File: src/rtl/rom_loader_if.sv
// CPU I/O bus as seen by the ROM loader: address, strobes, write data in,
// read data and its output-enable back out.
interface rom_loader_if;
  logic [15:0] a;
  logic        iorq_n;
  logic        rd_n;
  logic        wr_n;
  logic [7:0]  din;
  logic [7:0]  dout;
  logic        dout_oe;

  modport master (
    output a, iorq_n, rd_n, wr_n, din,
    input  dout, dout_oe
  );

  modport slave (
    input  a, iorq_n, rd_n, wr_n, din,
    output dout, dout_oe
  );
endinterface

File: src/rtl/rom_loader.sv
// ROM loader: three I/O ports set a 13-bit write pointer, push data bytes
// into ROM with a running mod-256 checksum, and report a sticky error when
// a data write arrives while ROM writes are locked.
module rom_loader #(
  parameter int unsigned PORT_ALO  = 124,
  parameter int unsigned PORT_AHI  = 125,
  parameter int unsigned PORT_DATA = 126
) (
  input  logic         clk,
  input  logic         rst_n,
  rom_loader_if.slave  cpu,
  input  logic         enable_write,
  output logic [12:0]  rom_a,
  output logic [7:0]   rom_din,
  output logic         rom_we
);

  localparam logic [7:0] P_ALO  = 8'(PORT_ALO);
  localparam logic [7:0] P_AHI  = 8'(PORT_AHI);
  localparam logic [7:0] P_DATA = 8'(PORT_DATA);

  typedef enum logic [1:0] {IDLE, INIO, COMMIT} state_t;

  state_t      state;
  logic [12:0] ptr;
  logic [7:0]  csum;
  logic        err;
  logic [7:0]  dbuf;
  logic [7:0]  port_id;

  logic [7:0]  addr;
  logic        io_wr;
  logic        hit;
  logic        cycle_end;
  logic        unused_addr_hi;

  // Decode the low address byte and the write strobes
  always_comb begin
    addr           = cpu.a[7:0];
    unused_addr_hi = ^cpu.a[15:8];
    io_wr          = !cpu.iorq_n && !cpu.wr_n;
    hit            = (addr == P_ALO) || (addr == P_AHI) || (addr == P_DATA);
    cycle_end      = !io_wr || (addr != port_id);
  end

  // Write-cycle FSM: latch on start, act on the end edge, one-clock commit
  always_ff @(posedge clk) begin
    if (!rst_n) begin
      state   <= IDLE;
      ptr     <= '0;
      csum    <= '0;
      err     <= 1'b0;
      dbuf    <= '0;
      port_id <= '0;
      rom_a   <= '0;
      rom_din <= '0;
      rom_we  <= 1'b0;
    end else begin
      case (state)
        IDLE: begin
          if (io_wr && hit) begin
            dbuf    <= cpu.din;
            port_id <= addr;
            state   <= INIO;
          end
        end
        INIO: begin
          if (cycle_end) begin
            state <= IDLE;
            if (port_id == P_ALO) begin
              ptr[7:0] <= dbuf;
            end else if (port_id == P_AHI) begin
              ptr[12:8] <= dbuf[4:0];
              csum      <= '0;
              err       <= 1'b0;
            end else if (enable_write) begin
              rom_a   <= ptr;
              rom_din <= dbuf;
              rom_we  <= 1'b1;
              csum    <= csum + dbuf;
              state   <= COMMIT;
            end else begin
              err <= 1'b1;
            end
          end
        end
        COMMIT: begin
          rom_we <= 1'b0;
          ptr    <= ptr + 13'd1;
          state  <= IDLE;
        end
        default: state <= IDLE;
      endcase
    end
  end

  // Combinational register readback; bus released (zero) otherwise
  always_comb begin
    cpu.dout    = '0;
    cpu.dout_oe = 1'b0;
    if (!cpu.iorq_n && !cpu.rd_n) begin
      if (addr == P_ALO) begin
        cpu.dout    = ptr[7:0];
        cpu.dout_oe = 1'b1;
      end else if (addr == P_AHI) begin
        cpu.dout    = {err, 2'b00, ptr[12:8]};
        cpu.dout_oe = 1'b1;
      end else if (addr == P_DATA) begin
        cpu.dout    = csum;
        cpu.dout_oe = 1'b1;
      end
    end
  end

endmodule

File: src/flat_wrapper.sv
// flat-port wrapper written by rule: the top's interface ports become plain ports
module rom_loader_flat 
#(
  parameter int unsigned PORT_ALO  = 124,
  parameter int unsigned PORT_AHI  = 125,
  parameter int unsigned PORT_DATA = 126
)
  (clk, rst_n, enable_write, rom_a, rom_din, rom_we, cpu_a, cpu_iorq_n, cpu_rd_n, cpu_wr_n, cpu_din, cpu_dout, cpu_dout_oe);
  rom_loader_if cpu_i ();
  input  logic clk;
  input  logic rst_n;
  input  logic enable_write;
  output logic [12:0] rom_a;
  output logic [7:0] rom_din;
  output logic rom_we;
  input wire logic [$bits(cpu_i.a)-1:0] cpu_a;
  input wire logic [$bits(cpu_i.iorq_n)-1:0] cpu_iorq_n;
  input wire logic [$bits(cpu_i.rd_n)-1:0] cpu_rd_n;
  input wire logic [$bits(cpu_i.wr_n)-1:0] cpu_wr_n;
  input wire logic [$bits(cpu_i.din)-1:0] cpu_din;
  output wire logic [$bits(cpu_i.dout)-1:0] cpu_dout;
  output wire logic [$bits(cpu_i.dout_oe)-1:0] cpu_dout_oe;
  assign cpu_i.a = cpu_a;
  assign cpu_i.iorq_n = cpu_iorq_n;
  assign cpu_i.rd_n = cpu_rd_n;
  assign cpu_i.wr_n = cpu_wr_n;
  assign cpu_i.din = cpu_din;
  assign cpu_dout = cpu_i.dout;
  assign cpu_dout_oe = cpu_i.dout_oe;
  rom_loader #(.PORT_ALO(PORT_ALO), .PORT_AHI(PORT_AHI), .PORT_DATA(PORT_DATA)) u_core (.clk(clk), .rst_n(rst_n), .cpu(cpu_i), .enable_write(enable_write), .rom_a(rom_a), .rom_din(rom_din), .rom_we(rom_we));
endmodule
File: config.mk
export PLATFORM = sky130hd
export DESIGN_NAME = rom_loader_flat
export DESIGN_NICKNAME = d
export VERILOG_FILES = /design/src/rtl/rom_loader_if.sv /design/src/rtl/rom_loader.sv /design/src/flat_wrapper.sv
export SDC_FILE = /design/constraint.sdc
export NUM_CORES = 1
export LEC_CHECK = 0
export CAP_MARGIN = 20
export CORE_UTILIZATION = 52
export DETAILED_ROUTE_END_ITERATION = 8
export PLACE_DENSITY_LB_ADDON = 0.08
export SLEW_MARGIN = 20
export SYNTH_ARGS = -nofsm -noshare
export SYNTH_HDL_FRONTEND = slang
export SYNTH_SLANG_ARGS = --single-unit
File: constraint.sdc
create_clock -name clk -period 2.8 [get_ports clk]
set_input_delay 0.56 -clock clk [delete_from_list [all_inputs] [get_ports clk]]
set_output_delay 0.56 -clock clk [all_outputs]
set_load 0.01 [all_outputs]
==> load_flow_metrics.sql <==
INSERT INTO impl_metrics (metric_group, metric, value, unit) VALUES
('cts', 'hold_buffers', '0', ''),
('final_layout', 'final_net_count', '523', ''),
('sta', 'slew_violations', '0', ''),
('logic_synthesis', 'post_synth_instance_area', '3240', 'um^2'),
('critical_path', 'crit_arrival', '2.19', 'ns'),
('cts', 'clock_tree_from_tritoncts', 'done', ''),
('sta', 'final_report_setup_violation_count', '0', ''),
('sta', 'timing_worst_slew_pin_value', '0.607', 'ns'),
('logic_synthesis', 'yosysSeqAreaShare', '0.383', ''),
('place', 'port_buffers', '52', ''),
('pwr', 'power.leakage', '1.53', 'nW'),
('global_route', 'grt_antenna_before_repair', '0', ''),
('route', 'detailed_route_via_count', '3296', ''),
('sta', 'final-hold-violation-count', '0', ''),
('place', 'place.detailed.instances', '544', ''),
('route', 'detail_route.drc_violations', '0', ''),
('cts', 'numCtsBuffers', '9', ''),
('route', 'antenna_left', '0', ''),
('cts', 'clk_pin_slew', '0.07', 'ns'),
('final_layout', 'n_antenna_cell', '0', ''),
('final_layout', 'final_cells', '561', ''),
('logic_synthesis', 'synth_mux_area_frac', '0.00618', ''),
('logic_synthesis', 'synth-edff-count', '0', ''),
('status', 'run_status', 'completed', ''),
('route', 'postRouteWirelength', '9280', 'um'),
('sta', 'crit_share_post_route', '0.983', ''),
('critical_path', 'cp-start-kind', 'primary input', ''),
('floorplanning', 'io_pins', '61', ''),
('global_route', 'grt_max_degree', '28', ''),
('cts', 'cts_max_path_buffers', '2', ''),
('logic_synthesis', 'synth_top_family_by_area', 'simple AND/OR/NAND/NOR gates', ''),
('route', 'route.detailed.vias_per_inst', '5.88', ''),
('global_route', 'grt_pass1_wl', '15100', 'um'),
('floorplanning', 'core_area', '5960', 'um^2'),
('job', 'maxCapViolCount', '0', ''),
('pwr', 'total_power', '1.88', 'mW'),
('logic_synthesis', 'total_of_warnings_raised_by_yosys', '0', ''),
('sta', 'rsz0062_at_grt', 'false', ''),
('sta', 'achievable-frequency', '0.363', 'GHz'),
('pwr', 'total_power_divided_by_cell_area', '437', 'nW/um^2'),
('floorplanning', 'effective_utilization_at_floorplan', '0.544', ''),
('sta', 'max_slew_margin', '0.595', ''),
('logic_synthesis', 'syn-instance-count', '413', ''),
('min_path', 'timing.hold.worst.class', 'reg -> reg', ''),
('logic_synthesis', 'syn_area_per_cell', '7.84', 'um^2'),
('critical_path', 'cp.required', '2.24', 'ns'),
('final_layout', 'fraction_of_layout_cells_with_a_size_suffix_above_1', '0.165', ''),
('logic_synthesis', 'yosys.area_share.adder', '0.0487', ''),
('place', 'preCtsSetupSlack', '-0.662', 'ns'),
('route', 'pre_antenna_drt_iters', '7', ''),
('cts', 'htree_num_levels', '3', ''),
('critical_path', 'critical_path.endpoint_type', 'output port', ''),
('floorplanning', 'die_width', '80.9', 'um'),
('logic_synthesis', 'synth-simple-area-share', '0.238', ''),
('route', 'avgRoutedWirePerCell', '16.5', 'um'),
('floorplanning', 'floorplan.die.height', '80.9', 'um'),
('global_route', 'via_count_of_the_first_global_routing_pass', '3142', ''),
('logic_synthesis', 'synthXorXnorAreaFrac', '0.0352', ''),
('logic_synthesis', 'dominantRegCellSynth', 'sky130_fd_sc_hd__dfxtp_1', ''),
('sta', 'worst_slack', '0.0474', 'ns'),
('global_route', 'grt.overflow.total', '0', ''),
('floorplanning', 'placement_row_count', '28', ''),
('critical_path', 'critical_path_class', 'in -> out', ''),
('place', 'gp_congestion', '0.976', ''),
('logic_synthesis', 'ys_ff_latch', '62', ''),
('cts', 'cts.sink_count', '62', ''),
('logic_synthesis', 'synth_cell_type_count', '52', ''),
('logic_synthesis', 'fraction_of_registers_with_async_set_or_reset_after_synthesis', '0', ''),
('logic_synthesis', 'fraction_of_the_mapped_netlist_area_in_compound_gates', '0.233', ''),
('sta', 'clock_skew', '0.00961', 'ns'),
('global_route', 'grt.total_usage', '0.311', ''),
('logic_synthesis', 'postSynthNetCount', '455', ''),
('floorplanning', 'design.die.area', '6550', 'um^2'),
('sta', 'post-route-min-period', '2.75', 'ns'),
('cts', 'clk_root_buffer_cell', 'sky130_fd_sc_hd__clkbuf_8', ''),
('critical_path', 'path_max_fanout', '5', ''),
('cts', 'clkLatencyLatePin', '0.36', 'ns'),
('pwr', 'peakVddDrop', '239', 'uV'),
('route', 'detailedRoute.firstIterationViolations', '236', ''),
('final_layout', 'syn_to_final_growth', '33.2', '%'),
('place', 'place_hpwl', '6510', 'um');
registers in the layout, indices dropped and copies added (netlist names):
name	flops
u_core.state	2
u_core.dbuf	8
u_core.rom_we	1
u_core.port_id	8
u_core.csum	8
u_core.rom_din	8
u_core.rom_a	13
u_core.ptr	13
u_core.err	1
cell usage in the layout, fill, tap and decap left out, types with 6 or more instances in the layout:
cell,Yosys,final
sky130_fd_sc_hd__nor2_1,19,19
sky130_fd_sc_hd__nand2_1,97,97
sky130_fd_sc_hd__buf_4,0,30
sky130_fd_sc_hd__inv_1,10,10
sky130_fd_sc_hd__xnor2_1,9,9
sky130_fd_sc_hd__ha_1,11,11
sky130_fd_sc_hd__buf_2,6,8
sky130_fd_sc_hd__nand2b_1,7,7
sky130_fd_sc_hd__clkbuf_8,0,9
sky130_fd_sc_hd__a21oi_1,54,53
sky130_fd_sc_hd__o31ai_1,7,7
sky130_fd_sc_hd__o22ai_1,6,6
sky130_fd_sc_hd__nor2b_1,6,6
sky130_fd_sc_hd__dfxtp_1,62,62
sky130_fd_sc_hd__nand3_1,14,13
sky130_fd_sc_hd__clkdlybuf4s50_1,0,39
worst max-delay path: stages:
cell and delay, ns:
sky130_fd_sc_hd__clkdlybuf4s50_1 0.52, sky130_fd_sc_hd__nand3_2 0.11, sky130_fd_sc_hd__or3_4 0.37, sky130_fd_sc_hd__buf_8 0.16
sky130_fd_sc_hd__a2111oi_4 0.27, sky130_fd_sc_hd__buf_2 0.20
cells in the mapped netlist, types with 7 or more instances:
master	count	area, um^2
sky130_fd_sc_hd__nor2_1	19	71.3
sky130_fd_sc_hd__nand2b_1	7	43.8
sky130_fd_sc_hd__dfxtp_1	62	1240
sky130_fd_sc_hd__nand3_1	14	70.1
sky130_fd_sc_hd__clkbuf_1	21	78.8
sky130_fd_sc_hd__o31ai_1	7	52.6
sky130_fd_sc_hd__nor3_1	7	35.0
sky130_fd_sc_hd__a21oi_1	54	270
sky130_fd_sc_hd__xnor2_1	9	78.8
sky130_fd_sc_hd__nand2_1	97	364
sky130_fd_sc_hd__inv_1	10	37.5
sky130_fd_sc_hd__ha_1	11	138
metrics by stage:
| stage | instance area (um^2) | hold WS, ns | util | TNS (ns) |
|---|---|---|---|---|
| after floorplan | 3240 | 0.443 | - | 0 |
| after global placement | 3990 | 0.443 | 0.670 | -4.92 |
| after detailed placement | 3990 | 0.448 | 0.670 | -5.22 |
| after CTS | 4310 | 0.458 | 0.724 | 0 |
| after global routing | 4310 | 0.479 | 0.724 | 0 |
| final | 4310 | 0.455 | 0.724 | 0 |
cell families (layout without fill, tap and decap cells):
| group | count (synthesis) | in the layout |
|---|---|---|
| DFF | 62 | 62 |
| AOI/OAI and AO/OA | 113 | 113 |
| buffers and inverters | 40 | 113 |
| and+or+nand+nor | 171 | 171 |
| adders and majority gates | 12 | 12 |
| xor gates and xnor gates | 13 | 13 |
| muxes | 2 | 2 |
report_power, final:
| part | total [mW] | switching [mW] | internal [mW] |
|---|---|---|---|
| combinational | 0.102 | 0.0498 | 0.0524 |
| sequential | 0.882 | 0.000715 | 0.882 |
| clock | 0.900 | 0.396 | 0.504 |
| total | 1.88 | 0.447 | 1.44 |
layer usage:
layer / routed length, um / global-route usage
met5: 0 / 0
met4: 284 / 0.184
met3: 723 / 0.0708
met2: 4400 / 0.504
met1: 3870 / 0.376
cell type report:
cell class | count | area, um^2
clock inverters | 7 | 98.8
multi-input cells | 311 | 1940
well taps | 75 | 93.8
inverters | 10 | 37.5
repair buffers | 87 | 779
fillers | 477 | 1640
clock buffers | 9 | 124
flip-flops and latches | 62 | 1240
final timing paths:
| path | cells past startpoint | start | slack [ns] | endpoint |
|---|---|---|---|---|
| hold / removal | 2 | u_core.rom_a[3]$_SDFFE_PN0P_ | 0.45 | u_core.rom_a[3]$_SDFFE_PN0P_ |
| setup reg to reg | 7 | u_core.dbuf[1]$_SDFFE_PN0P_ | 0.44 | u_core.csum[7]$_SDFFE_PN0P_ |
| hold reg to reg | 2 | u_core.rom_a[3]$_SDFFE_PN0P_ | 0.45 | u_core.rom_a[3]$_SDFFE_PN0P_ |
| setup / recovery | 6 | cpu_a[5] | 0.05 | cpu_dout[4] |
what timing repair did:
| item | 4_1_cts | 5_1_grt |
|---|---|---|
| endpoints found under the setup margin | 9 | 6 |
| setup buffers | 1 | 0 |
| pin swaps | 3 | 1 |
| resized for setup | 64 | 0 |
Power figures use the tool's default switching activity.
